--- src/rtl/gpr_pkg.sv ---
// gpr_pkg: shared constants for the general-purpose register file.
//   DEF_DATA_W / DEF_ADDR_W / DEF_NUM_RD : default register width, address
//                                          width and read port count
//   RESET_BIT                            : bit value replicated into every
//                                          register word at reset
//   EN_LVL / DIS_LVL                     : enable / disable logic levels
package gpr_pkg;

  localparam int DEF_DATA_W = 32;
  localparam int DEF_ADDR_W = 5;
  localparam int DEF_NUM_RD = 2;

  localparam logic RESET_BIT = 1'b0;

  localparam logic EN_LVL  = 1'b1;
  localparam logic DIS_LVL = 1'b0;

endpackage

--- src/rtl/gpr_scoreboard.sv ---
// gpr_scoreboard: per-register pending (busy) tracking for gpr_mp.
// Build option: macro GPR_MP_SCOREBOARD_EN. When it is defined the busy
// flops exist. When it is undefined the issue inputs are ignored and both
// outputs are tied to zero.
// Ports:
//   clk, rst              clock, synchronous active-high reset
//   iss_en, iss_addr      issue strobe that marks iss_addr pending
//   wrN_en, wrN_addr      write ports; a write clears the busy bit
//   rd_addr               packed read addresses, NUM_RD x ADDR_W
//   rd_busy               per read port: pending and not written this cycle
//   busy_vec              registered busy bit per register
module gpr_scoreboard
  import gpr_pkg::*;
#(
  parameter int ADDR_W   = DEF_ADDR_W,
  parameter int NUM_RD   = DEF_NUM_RD,
  parameter int ZERO_REG = 1
) (
  input  logic                     clk,
  input  logic                     rst,
  input  logic                     iss_en,
  input  logic [ADDR_W-1:0]        iss_addr,
  input  logic                     wr0_en,
  input  logic [ADDR_W-1:0]        wr0_addr,
  input  logic                     wr1_en,
  input  logic [ADDR_W-1:0]        wr1_addr,
  input  logic [NUM_RD*ADDR_W-1:0] rd_addr,
  output logic [NUM_RD-1:0]        rd_busy,
  output logic [(2**ADDR_W)-1:0]   busy_vec
);

  localparam int DEPTH = 2**ADDR_W;

`ifdef GPR_MP_SCOREBOARD_EN
  logic [DEPTH-1:0]  busy_d, busy_q;
  logic [ADDR_W-1:0] ra;

  // Clears first and the issue last, so a same-cycle issue and write to one
  // register leaves it busy for the newly issued producer.
  always_comb begin
    busy_d = busy_q;
    if (rst) begin
      busy_d = '0;
    end else begin
      if (wr0_en == EN_LVL) busy_d[wr0_addr] = DIS_LVL;
      if (wr1_en == EN_LVL) busy_d[wr1_addr] = DIS_LVL;
      if (iss_en == EN_LVL) busy_d[iss_addr] = EN_LVL;
    end
    if (ZERO_REG != 0) busy_d[0] = DIS_LVL;
  end

  always_ff @(posedge clk) begin
    busy_q <= busy_d;
  end

  // A register written this cycle is bypassed to the reader, so it is not busy.
  always_comb begin
    rd_busy = '0;
    ra      = '0;
    for (int k = 0; k < NUM_RD; k++) begin
      ra = rd_addr[k*ADDR_W +: ADDR_W];
      rd_busy[k] = busy_q[ra] &
                   ~((wr0_en && (wr0_addr == ra)) || (wr1_en && (wr1_addr == ra)));
    end
  end

  assign busy_vec = busy_q;
`else
  logic unused_sb;
  assign unused_sb = ^{clk, rst, iss_en, iss_addr, wr0_en, wr0_addr,
                       wr1_en, wr1_addr, rd_addr};
  assign rd_busy   = '0;
  assign busy_vec  = '0;
`endif

endmodule

--- src/rtl/gpr_mp.sv ---
// gpr_mp: multi-ported general-purpose register file. It has two write ports
// (wr0 has priority over wr1), NUM_RD combinational read ports with
// zero-latency write bypass, and an optional busy scoreboard.
// Build option: macro GPR_MP_SCOREBOARD_EN enables the scoreboard inside
// gpr_scoreboard. Without it, rd_busy and busy_vec read as zero.
// Ports:
//   clk, rst                      clock, synchronous active-high reset
//   wr0_en/wr0_addr/wr0_data      write port 0 (higher priority)
//   wr1_en/wr1_addr/wr1_data      write port 1
//   rd_addr / rd_data             packed read addresses / read data
//   iss_en / iss_addr             scoreboard issue strobe and register
//   rd_busy / busy_vec            pending flags per read port / per register
module gpr_mp
  import gpr_pkg::*;
#(
  parameter int DATA_W   = DEF_DATA_W,
  parameter int ADDR_W   = DEF_ADDR_W,
  parameter int NUM_RD   = DEF_NUM_RD,
  parameter int ZERO_REG = 1
) (
  input  logic                     clk,
  input  logic                     rst,
  input  logic                     wr0_en,
  input  logic [ADDR_W-1:0]        wr0_addr,
  input  logic [DATA_W-1:0]        wr0_data,
  input  logic                     wr1_en,
  input  logic [ADDR_W-1:0]        wr1_addr,
  input  logic [DATA_W-1:0]        wr1_data,
  input  logic [NUM_RD*ADDR_W-1:0] rd_addr,
  output logic [NUM_RD*DATA_W-1:0] rd_data,
  input  logic                     iss_en,
  input  logic [ADDR_W-1:0]        iss_addr,
  output logic [NUM_RD-1:0]        rd_busy,
  output logic [(2**ADDR_W)-1:0]   busy_vec
);

  localparam int DEPTH = 2**ADDR_W;

  logic [DATA_W-1:0] regs_d [DEPTH];
  logic [DATA_W-1:0] regs_q [DEPTH];
  logic              wr0_ok, wr1_ok;
  logic [ADDR_W-1:0] ra;

  assign wr0_ok = (wr0_en == EN_LVL) && !((ZERO_REG != 0) && (wr0_addr == '0));
  assign wr1_ok = (wr1_en == EN_LVL) && !((ZERO_REG != 0) && (wr1_addr == '0));

  // wr1 is applied before wr0, so wr0 wins when both target one register.
  always_comb begin
    regs_d = regs_q;
    if (rst) begin
      for (int i = 0; i < DEPTH; i++) regs_d[i] = {DATA_W{RESET_BIT}};
    end else begin
      if (wr1_ok) regs_d[wr1_addr] = wr1_data;
      if (wr0_ok) regs_d[wr0_addr] = wr0_data;
    end
  end

  always_ff @(posedge clk) begin
    regs_q <= regs_d;
  end

  // The bypass ignores rst. During reset the write ports still forward, and
  // stored values keep reading as they were until the reset edge.
  always_comb begin
    rd_data = '0;
    ra      = '0;
    for (int k = 0; k < NUM_RD; k++) begin
      ra = rd_addr[k*ADDR_W +: ADDR_W];
      if ((ZERO_REG != 0) && (ra == '0))
        rd_data[k*DATA_W +: DATA_W] = '0;
      else if (wr0_en && (wr0_addr == ra))
        rd_data[k*DATA_W +: DATA_W] = wr0_data;
      else if (wr1_en && (wr1_addr == ra))
        rd_data[k*DATA_W +: DATA_W] = wr1_data;
      else
        rd_data[k*DATA_W +: DATA_W] = regs_q[ra];
    end
  end

  gpr_scoreboard #(
    .ADDR_W  (ADDR_W),
    .NUM_RD  (NUM_RD),
    .ZERO_REG(ZERO_REG)
  ) u_sb (
    .clk     (clk),
    .rst     (rst),
    .iss_en  (iss_en),
    .iss_addr(iss_addr),
    .wr0_en  (wr0_en),
    .wr0_addr(wr0_addr),
    .wr1_en  (wr1_en),
    .wr1_addr(wr1_addr),
    .rd_addr (rd_addr),
    .rd_busy (rd_busy),
    .busy_vec(busy_vec)
  );

endmodule

--- config.mk ---
export PLATFORM = sky130hd
export DESIGN_NAME = gpr_mp
export DESIGN_NICKNAME = d
export VERILOG_FILES = /design/src/rtl/gpr_pkg.sv /design/src/rtl/gpr_scoreboard.sv /design/src/rtl/gpr_mp.sv
export SDC_FILE = /design/constraint.sdc
export NUM_CORES = 2
export LEC_CHECK = 0
export ABC_AREA = 1
export CAP_MARGIN = 20
export CORE_UTILIZATION = 30
export CTS_CLUSTER_SIZE = 14
export DETAILED_ROUTE_END_ITERATION = 6
export PLACE_DENSITY_LB_ADDON = 0.05
export SLEW_MARGIN = 20
export SYNTH_ARGS = -nofsm -noshare
export SYNTH_HDL_FRONTEND = slang
export SYNTH_SLANG_ARGS = --single-unit
--- constraint.sdc ---
create_clock -name clk -period 2.1 [get_ports clk]
set_input_delay 0.21 -clock clk [delete_from_list [all_inputs] [get_ports clk]]
set_output_delay 0.21 -clock clk [all_outputs]
set_load 0.05 [all_outputs]
==> summary.txt <==
Run status
  • Status: finished, violations left
  • Violated checks: design-rule violations, negative setup slack

Worst setup path
  • Worst EP arrival: 2.50 ns
  • CP cell instances: a21oi_1 > o21ai_0 > nand2_1 > nand2_1 > nand3_1 > nand2_2 > nand3_2 > a21oi_4 > buf_12
  • Crit. Startpoint: regs_q[326]
  • CP delay by family, top: simple AND/OR/NAND/NOR gates
  • Worst path max stage delay: 0.41 ns
  • Type of origin of the critical path: register
  • Kind of critical path: register to output pin
  • Bufs and invs on worst path: 1
  • Crit-path slowest cell: dfxtp_1
  • Worst flop-to-flop path endpoint: regs_q[962]
  • Crit path capture type: output pin
  • Worst Path Required: 1.89 ns
  • CP max FO: 3
  • Critical path's most frequent cell: nand2_1
  • Register-to-Register Path Depth: 4
  • RR Startpoint: regs_q[962]
  • R2R Setup Slk: 1.02 ns

Clock tree
  • CTS tree: done
  • CTS root buffer: clkbuf_16
  • CTS H-tree depth: 4
  • Clk slew on worst S/H paths: 0.06 ns
  • Clk Latency, worst-skew pair: 0.83 ns
  • Number of buffers created by CTS: 143
  • CTS max path bufs: 3
  • CTS Sinks: 1024

Timing
  • Final min period: 2.71 ns
  • Final worst path period share: 129%
  • Worst slew margin: 28.7%
  • Slew Limit Fails: 0
  • Peak Freq: 370 MHz
  • RSZ-0062 raised after global routing: true
  • # setup viols final: 64
  • Clock skew: 0 ns
  • Final worst setup slack: -0.605 ns
  • Hold Fails Final Rpt: 0
  • Actual slew at the worst max-slew pin: 1.07 ns

Hold path
  • Cells on Worst Hold Path: 5
  • WHS Endpoint: regs_q[29]
  • Hold Path Origin: wr1_data[29]
  • Hold Crit Class: input port to register

Job
  • Max-cap violations: 0

Power
  • Power share of the combinational group: 24.5%
  • Seq pwr share: 33.2%
  • Cell Pwr Density: 620 mW/mm^2
  • Internal Power: 39.7 mW
  • Leakage power: 43.8 nW
  • VDD IR max: 0.000673 V
  • Clock power frac: 42.3%
  • Net Sw Frac: 34.5%
  • Switching power: 21.0 mW

Global route
  • Vias in the first global route: 84600
  • Met2 Resource Use GR: 68.6%
  • Met1 usage: 57.3%
  • First-pass GRT wire length: 740 mm
  • Largest net degree at the start of global routing: 68
  • Met3 Usage GRT: 11.9%
  • Initial antenna violation count: 57
  • Congestion Overflow GR: 0
  • GR Util All Layers: 46.9%
  • Most Used Layer, Global Route: met2

Synth
  • Commonest register cell after synthesis: dfxtp_1
  • Yosys reg bits: 1024
  • Top cell type's share of synthesized area: 30.0%
  • Synthesis Warnings: 0
  • Sequential area share after synthesis: 30.0%
  • Async SR Flop Fraction: 0%
  • Syn avg cell area: 5.96 sq um
  • Top cells by area, synth: dfxtp_1, nand2_1, o21ai_0, a21oi_1, nand3_1
  • Count leader, synth: nand2_1
  • Largest area contributor in the netlist: dfxtp_1
  • Post-Synthesis Cells: 11500
  • Post-synth EDFFs: 0
  • Synth cell count leaders: nand2_1, o21ai_0, a21oi_1
  • Synth Cell Area: 0.0682 sq mm
  • Yosys cell types: 33

Detailed routing
  • Post-DR vias/cell: 6.07
  • Routed WL per cell: 36.3 um
  • Drt drc: 8
  • DRT Pass-1 Iters: 7
  • Wire length after detailed routing: 558 mm
  • Vias: 93100
  • 1st-iter DRT viols: 13500
  • DRT antenna net count: 0

Die
  • Initial Utilization: 30.3%
  • Die area: 0.229 sq mm
  • I/O pins: 192
  • Rows: 174
  • Chip Width: 479 um
  • DIE HEIGHT: 479 um
  • Core area: 0.225 sq mm

Placement
  • Port bufs: 151
  • Place WS: -0.960 ns
  • DP HPWL: 393 mm
  • GP Congestion: 1.03

Cells and area
  • Nets: 12300
  • Biggest regs: regs_q (1024)
  • Max reg flops: 1024
  • Layout area overhead: 43.5%
  • Top reg by flops: regs_q
  • Post-layout util: 43.5%
  • Share of cells above drive strength 1: 27.0%
-- worst max path at each step --
stage	to	slack, ns	cells past startpoint
2_1_floorplan	rd_data[10]	-0.11	9
3_3_place_gp	regs_q[954]	-1.27	9
3_5_place_dp	rd_data[0]	-0.96	14
4_1_cts	rd_data[21]	-0.67	11
5_1_grt	rd_data[21]	-0.67	10
6_report	rd_data[38]	-0.61	9
-- area by class of cell --
| class | count | area (sq um) |
|---|---|---|
| multi-input combinational | 8045 | 43100 |
| sequential | 1024 | 21100 |
| clock inverter | 30 | 377 |
| antenna | 29 | 72.6 |
| tap | 2992 | 3740 |
| timing repair buffer | 1715 | 20300 |
| clock buffer | 225 | 4340 |
| inverter | 1290 | 4940 |
| fill | 23700 | 127000 |
-- kinds of logic after synthesis --
group                  after synthesis  synth area share, %
AOI/OAI and AO/OA                 3747                 30.5
buffers and inverters             2414                 13.7
and+or+nand+nor                   4264                 25.7
other                                1              0.00550
DFF                               1024                 30.0
-- per-layer routing --
layer  vias up  routed length [um]
li1      39600                   -
met1     44900              210000
met2      6769              229000
met3      1901               61000
met4        16               57400
met5         -                 101
-- cell usage in the layout (no fill, tap or decap), drive strengths merged --
cell	netlist	routed
a211oi	62	62
a21oi	1250	1250
a22oi	152	152
and3	6	6
buf	239	1633
bufbuf	0	4
bufinv	0	5
clkbuf	885	227
clkdlybuf4s50	0	64
clkinv	24	38
clkinvlp	0	4
conb	1	34
dfxtp	1024	1024
diode	0	29
dlygate4sd2	0	9
dlygate4sd3	0	1
dlymetal6s2s	0	2
inv	1266	1273
nand2	2407	2407
nand3	914	914
nand4	6	6
nor2	809	809
nor3	87	87
o211ai	356	356
o21ai	1697	1697
o21bai	97	97
o221ai	100	100
o22ai	33	33
or2	35	35
-- through the flow --
step	hold WS, ns	cells	TNS (ns)	total power [mW]	area [sq um]
floorplan	0.386	11500	-0.115	26.1	69100
global placement	0.428	15000	-557.01	33.9	88100
detailed placement	0.435	15000	-551.65	33.9	88100
CTS	0.0912	15300	-28.52	60.1	96600
global route	0.157	15300	-29.20	61.7	97900
finish	0.121	15400	-27.73	60.7	97900
-- what timing repair did --
action	CTS	global route
gates resized for setup	1229	546
setup endpoints to repair	85	68
pin swaps	427	370
cloned	8	1
buffers inserted	70	31
hold buffers	1	0
endpoints found under the hold margin	16	0
-- power groups by stage --
| stage | sequential, mW | clock, mW | combinational (mW) |
|---|---|---|---|
| floorplan | 20.4 | 0 | 5.67 |
| global placement | 20.5 | 0 | 13.4 |
| detailed placement | 20.5 | 0 | 13.4 |
| CTS | 20.1 | 25.7 | 14.2 |
| global route | 20.2 | 26.5 | 15.1 |
| finish | 20.1 | 25.7 | 14.9 |
-- worst register-to-register path, stage by stage (launching register included) --
cell	delay (ns)
dfxtp_1	0.31
inv_1	0.14
o21ai_0	0.11
a21oi_1	0.27
a211oi_1	0.08
No activity file was read; power rests on OpenSTA's default activity.
